--- config.mk ---
export PLATFORM = sky130hd
export DESIGN_NAME = modn_counter_ctrl
export DESIGN_NICKNAME = d
export VERILOG_FILES = /design/src/rtl/modn_counter_ctrl_pkg.sv /design/src/rtl/modn_counter_ctrl_core.sv /design/src/rtl/modn_counter_ctrl.sv
export SDC_FILE = /design/constraint.sdc
export NUM_CORES = 1
export LEC_CHECK = 0
export BUFFER_PORTS_ARGS = -buffer_cell sky130_fd_sc_hd__buf_2
export CAP_MARGIN = 5
export CORE_MARGIN = 8
export CORE_UTILIZATION = 53
export DETAILED_ROUTE_END_ITERATION = 6
export PLACE_DENSITY = 0.78
export REMOVE_ABC_BUFFERS = 1
export SLEW_MARGIN = 20
export SYNTH_ARGS = -nofsm -noshare
export SYNTH_HDL_FRONTEND = slang
export SYNTH_HIERARCHICAL = 1
export SYNTH_SLANG_ARGS = --single-unit
--- constraint.sdc ---
create_clock -name clk_i -period 2.49 [get_ports clk_i]
set_clock_uncertainty 0.2 [all_clocks]
set_input_delay 0.249 -clock clk_i [delete_from_list [all_inputs] [get_ports clk_i]]
set_output_delay 0.249 -clock clk_i [all_outputs]
set_load 0.005 [all_outputs]
--- src/rtl/modn_counter_ctrl_pkg.sv ---
// Shared definitions for the mod-M counter controller: parameter defaults and
// the run-control FSM state encoding.
package modn_pkg;

  localparam int unsigned WIDTH_DEF     = 4;
  localparam int unsigned N_DEFAULT_DEF = 15;
  localparam int unsigned WRAP_W_DEF    = 8;

  // Run-control states; encoding is fixed so the state register reads back predictably.
  typedef enum logic [1:0] {
    ST_IDLE  = 2'd0,
    ST_RUN   = 2'd1,
    ST_PAUSE = 2'd2,
    ST_DONE  = 2'd3
  } state_e;

endpackage

--- src/rtl/modn_counter_ctrl_core.sv ---
// modn_core: WIDTH-bit mod-M counting datapath.
// Ports: clk_i/reset_i (sync, active-high), en_i advances the count,
// clr_i forces zero (wins over en_i), modulus_i is M (>= 1),
// count_o is the registered count, tc_o flags count == M-1.
module modn_core
  import modn_pkg::*;
#(
  parameter int unsigned WIDTH = WIDTH_DEF
) (
  input  logic             clk_i,
  input  logic             reset_i,
  input  logic             en_i,
  input  logic             clr_i,
  input  logic [WIDTH-1:0] modulus_i,
  output logic [WIDTH-1:0] count_o,
  output logic             tc_o
);

  logic [WIDTH-1:0] count_q;
  logic [WIDTH-1:0] count_d;

  // M is never 0, so M-1 stays inside WIDTH bits.
  assign tc_o    = (count_q == (modulus_i - WIDTH'(1)));
  assign count_o = count_q;

  // Next count: clear, wrap at terminal count, or increment.
  always_comb begin
    count_d = count_q;
    if (clr_i) begin
      count_d = '0;
    end else if (en_i) begin
      count_d = tc_o ? '0 : (count_q + WIDTH'(1));
    end
  end

  always_ff @(posedge clk_i) begin
    if (reset_i) begin
      count_q <= '0;
    end else begin
      count_q <= count_d;
    end
  end

endmodule

--- src/rtl/modn_counter_ctrl.sv ---
// modn_counter_ctrl: run controller for a programmable mod-M counter.
// Ports: clk_i, reset_i (sync, active-high); config handshake cfg_valid_i /
// cfg_ready_o with cfg_modulus_i, cfg_oneshot_i, cfg_err_o (reject pulse);
// commands cmd_start_i / cmd_pause_i / cmd_stop_i (stop > pause > start);
// status counter_o, tc_pulse_o, busy_o, done_o, wrap_cnt_o (saturating).
module modn_counter_ctrl
  import modn_pkg::*;
#(
  parameter int unsigned WIDTH     = WIDTH_DEF,
  parameter int unsigned N_DEFAULT = N_DEFAULT_DEF,
  parameter int unsigned WRAP_W    = WRAP_W_DEF
) (
  input  logic              clk_i,
  input  logic              reset_i,
  input  logic              cfg_valid_i,
  output logic              cfg_ready_o,
  input  logic [WIDTH-1:0]  cfg_modulus_i,
  input  logic              cfg_oneshot_i,
  output logic              cfg_err_o,
  input  logic              cmd_start_i,
  input  logic              cmd_pause_i,
  input  logic              cmd_stop_i,
  output logic [WIDTH-1:0]  counter_o,
  output logic              tc_pulse_o,
  output logic              busy_o,
  output logic              done_o,
  output logic [WRAP_W-1:0] wrap_cnt_o
);

  state_e            state_q, state_d;
  logic [WIDTH-1:0]  modulus_q, modulus_d;
  logic              oneshot_q, oneshot_d;
  logic [WRAP_W-1:0] wrap_q, wrap_d;
  logic              cfg_err_q, cfg_err_d;
  logic              core_en, core_clr, core_tc;
  logic              cfg_acc;
  logic              go;

  modn_core #(.WIDTH(WIDTH)) u_core (
    .clk_i     (clk_i),
    .reset_i   (reset_i),
    .en_i      (core_en),
    .clr_i     (core_clr),
    .modulus_i (modulus_q),
    .count_o   (counter_o),
    .tc_o      (core_tc)
  );

  assign cfg_ready_o = (state_q == ST_IDLE) || (state_q == ST_DONE);
  assign cfg_acc     = cfg_valid_i && cfg_ready_o;
  // Start only takes effect when neither higher-priority command is present.
  assign go          = cmd_start_i && !cmd_pause_i && !cmd_stop_i;

  assign tc_pulse_o  = (state_q == ST_RUN) && core_tc;
  assign busy_o      = (state_q == ST_RUN) || (state_q == ST_PAUSE);
  assign done_o      = (state_q == ST_DONE);
  assign cfg_err_o   = cfg_err_q;
  assign wrap_cnt_o  = wrap_q;

  // Config update, next-state and counter control.
  always_comb begin
    state_d   = state_q;
    modulus_d = modulus_q;
    oneshot_d = oneshot_q;
    wrap_d    = wrap_q;
    cfg_err_d = 1'b0;
    core_en   = 1'b0;
    core_clr  = 1'b0;

    // A zero modulus is rejected and leaves the config registers untouched.
    if (cfg_acc) begin
      if (cfg_modulus_i == '0) begin
        cfg_err_d = 1'b1;
      end else begin
        modulus_d = cfg_modulus_i;
        oneshot_d = cfg_oneshot_i;
      end
    end

    case (state_q)
      ST_IDLE: begin
        if (go) begin
          state_d  = ST_RUN;
          core_clr = 1'b1;
          wrap_d   = '0;
        end
      end
      ST_RUN: begin
        if (cmd_stop_i) begin
          state_d  = ST_IDLE;
          core_clr = 1'b1;
        end else if (cmd_pause_i) begin
          state_d = ST_PAUSE;
        end else begin
          core_en = 1'b1;
          if (core_tc) begin
            if (oneshot_q) begin
              state_d = ST_DONE;
              wrap_d  = WRAP_W'(1);
            end else if (wrap_q != {WRAP_W{1'b1}}) begin
              wrap_d = wrap_q + WRAP_W'(1);
            end
          end
        end
      end
      ST_PAUSE: begin
        if (cmd_stop_i) begin
          state_d  = ST_IDLE;
          core_clr = 1'b1;
        end else if (go) begin
          state_d = ST_RUN;
        end
      end
      ST_DONE: begin
        if (cmd_stop_i) begin
          state_d = ST_IDLE;
        end else if (go) begin
          state_d  = ST_RUN;
          core_clr = 1'b1;
          wrap_d   = '0;
        end
      end
      default: begin
        state_d  = ST_IDLE;
        core_clr = 1'b1;
      end
    endcase
  end

  always_ff @(posedge clk_i) begin
    if (reset_i) begin
      state_q   <= ST_IDLE;
      modulus_q <= WIDTH'(N_DEFAULT);
      oneshot_q <= 1'b0;
      wrap_q    <= '0;
      cfg_err_q <= 1'b0;
    end else begin
      state_q   <= state_d;
      modulus_q <= modulus_d;
      oneshot_q <= oneshot_d;
      wrap_q    <= wrap_d;
      cfg_err_q <= cfg_err_d;
    end
  end

endmodule
==> run summary <==
status - finished clean
top post-synthesis cells by area - dfxtp_1, ha_1, a21oi_1, a221o_1, nor2_1
Critical path buffers and inverters - 2
Post-synth ARST share - 0%
most frequent cell after synthesis - dfxtp_1
share of cells above drive strength 1 - 25.42%
GPL Wtd Cong - 0.9216
part of the cycle the worst path needs - 95.43%
Avg Cell Area, Syn - 8.785 um2
diode count - 0
FMAX - 420.8 MHz
largest net degree at the start of global routing - 21
Worst-Margin Slew - 465.7 ps
commonest register cell after synthesis - dfxtp_1
CP top delay family - compound AO/OA/AOI/OAI gates
minimum clock period - 2376 ps
Worst path most repeated cell - inv_1
peak supply drop - 406.0 uV
Compound-Gate Fraction of Synth Area - 19.82%
Pre-Repair DR Iteration Count - 4
crit path kind - reg2reg
cell count after synthesis - 143
required time of the critical path - 2480 ps
main combinational cell family by area after synthesis - simple AND/OR/NAND/NOR gates
Seq cells post-synth - 20
pwr dens - 461.5 nW/um2
initial antenna violation count - 0
adder-cell share of the synthesized area - 6.972%
Leak Pwr - 0.6348 nW
Die Y - 64.69 um
Crit. End Element - register
top cell type's share of synthesized area - 31.87%
Hold Crit Start - cmd_stop_i
library cells used by synthesis - 45
Ys Warns - 6
Synth Area in XOR/XNOR - 5.976%
final hold viol count - 0
CTS tree - yes
r2r worst-path depth - 10
area grow syn2layout - 21.91%
clock buffer depth - 2
worst reg2reg path endpoint - wrap_cnt_o[2]$_SDFFE_PP0P_
FF+latch area - 400.4 um2
CP Max Fanout - 8
flop2flop setup slack - 110 ps
total negative slack - 0 ps
core area - 2233 um2
Crit path arrival time - 2360 ps
Via Count - 1194
Clk Latency, worst-skew pair - 300 ps
total wire length - 3085 um
Non-Filler Instances - 205
Post-Synth Simple-Gate Area - 28.09%
clk slew on worst S/H paths - 120 ps
Ports - 28
grt total ovfl - 0
mux contribution to synthesized area - 1.594%
Placed Instances - 195
dominant cell type by area after synthesis - dfxtp_1
Netlist Area Pre-Place - 1256 um2
sinks on the clock net - 20
vias in the first global route - 1166
top post-synthesis cells by count - dfxtp_1, a21oi_1, nor2_1
crit path cell chain - inv_1, ha_1, xor2_1, nand3_2, nor2_1, inv_1, o21ai_2, o211ai_4, o31ai_1, a21oi_1
Initial Util - 56.25%
Hold Path End - state_q[1]$_SDFFE_PP0P_
drt drc - 0
number of synthesized flops with an enable pin - 0
WL per Instance - 15.05 um
Placement Setup Slack - 53.06 ps
CTS Buf Count - 3
crit-path max cell delay - 400 ps
Vias per Instance - 5.824
Max-slew headroom - 68.95%
Seq/Total Area, Yosys - 31.87%
Max Cap Violations - 0
Die W - 64.69 um
final slew viol count - 0
final setup violation count - 0
1st-iter DRT viols - 57
setup ws final - 113.7 ps
first-pass GRT wire length - 5202 um
hpwl dp - 2188 um
H-tree levels - 1
highest-delay cell along the critical path - dfxtp_1
worst hold path class - in2reg
Startpoint Class - register
Hold Path Depth - 3
launching point of the worst reg2reg path - modulus_q[0]$_SDFFE_PP1P_
Final #Nets - 196
port bufs - 27
GRT Overall Usage - 14.54%
RSZ-0062 raised after global routing - no
die area - 4184 um2
Root Driver - clkbuf_4
fillers - 199
Multi-input gate area - 809.5 um2
Routed Antenna Nets - 0
Row Count - 17
==> worst register-to-register path, stage by stage (launching register included) <==
cell and delay, ps:
dfxtp_1 400, inv_1 60, ha_1 300, xor2_1 170, nand3_2 130, nor2_1 150
inv_1 70, o21ai_2 210, o211ai_4 170, o31ai_1 300, a21oi_1 100
==> stage by stage <==
step / hold WS [ps] / utilization, % / instance area [um2] / total power (W)
final: 131.7 / 68.57 / 1531 / 0.0007068
after global routing: 143.8 / 68.57 / 1531 / 0.0007351
after CTS: 123.7 / 67.11 / 1499 / 0.0007008
after detailed placement: 296.8 / 62.52 / 1396 / 0.0004295
after global placement: 287.0 / 62.52 / 1396 / 0.0004261
after floorplan: 118.1 / - / 1219 / 0.0003971
==> routing by layer <==
metal,track usage (%),vias up,share of wire [%]
met2,23.48,31,47
li1,-,601,-
met1,18.79,560,49
met5,0,-,0
met4,4.632,0,0.52
met3,3.093,2,4.2
==> power by group <==
group | total (W) | internal [W] | switching (W)
logic | 0.000101 | 0.0000446 | 0.0000569
registers | 0.000338 | 0.000328 | 0.00000926
clock network | 0.000268 | 0.000163 | 0.000105
total | 0.000707 | 0.000535 | 0.000171
==> repair_timing <==
item / 4_1_cts / 5_1_grt
gates resized for setup: 0 / 6
endpoints found under the hold margin: 5 / 0
hold buffers: 5 / 0
buffers inserted: 0 / 1
setup endpoints to repair: 0 / 8
==> registers in the layout, summed over array words and instances, names as in the netlist <==
signal,cells
modulus_q,4
state_q,2
u_core/count_o,4
wrap_cnt_o,8
cfg_err_o,1
oneshot_q,1
==> cells by family (layout without fill, tap and decap cells) <==
kind of cell / count (synthesis) / in the layout
AOI/OAI and AO/OA: 37 / 37
xor gates and xnor gates: 7 / 7
adders and majority gates: 7 / 7
buffers and inverters: 13 / 47
DFF: 20 / 20
muxes: 2 / 2
and+or+nand+nor: 57 / 57
==> how the worst max path moves through the flow <==
stage                              start                          to  slack [ps]  cells after the start
2_1_floorplan  modulus_q[0]$_SDFFE_PP1P_  wrap_cnt_o[2]$_SDFFE_PP0P_         240                     10
3_3_place_gp   modulus_q[0]$_SDFFE_PP1P_  wrap_cnt_o[5]$_SDFFE_PP0P_         160                     10
3_5_place_dp   modulus_q[0]$_SDFFE_PP1P_  wrap_cnt_o[2]$_SDFFE_PP0P_          50                     10
4_1_cts        modulus_q[0]$_SDFFE_PP1P_  wrap_cnt_o[2]$_SDFFE_PP0P_           6                     10
5_1_grt        modulus_q[0]$_SDFFE_PP1P_  wrap_cnt_o[3]$_SDFFE_PP0P_          20                     10
6_report       modulus_q[0]$_SDFFE_PP1P_  wrap_cnt_o[2]$_SDFFE_PP0P_         110                     10
==> cells in the final DEF, fill, tap and decap left out, types with 3 or more instances in the layout <==
cell type | synthesis | final
nor2_1 | 10 | 10
xor2_1 | 4 | 4
nand2_1 | 9 | 9
nand3_1 | 3 | 3
o21ai_0 | 5 | 4
dlygate4sd3_1 | 0 | 5
a221o_1 | 4 | 4
o31ai_1 | 4 | 3
nand4_1 | 5 | 5
ha_1 | 7 | 7
a21oi_1 | 12 | 12
nor3_1 | 6 | 6
dfxtp_1 | 20 | 20
buf_2 | 0 | 27
nor4_1 | 3 | 3
inv_1 | 9 | 9
nor2b_1 | 3 | 3
clkbuf_4 | 0 | 3
==> area by class of cell <==
class / count / area share, %
multi-input combinational: 110 / 52.86
clock buffer: 3 / 1.471
tap: 28 / 2.288
sequential: 20 / 26.14
inverter: 9 / 2.206
timing repair buffer: 34 / 13.07
clock inverter: 1 / 1.961
Power figures use the tool's default switching activity.
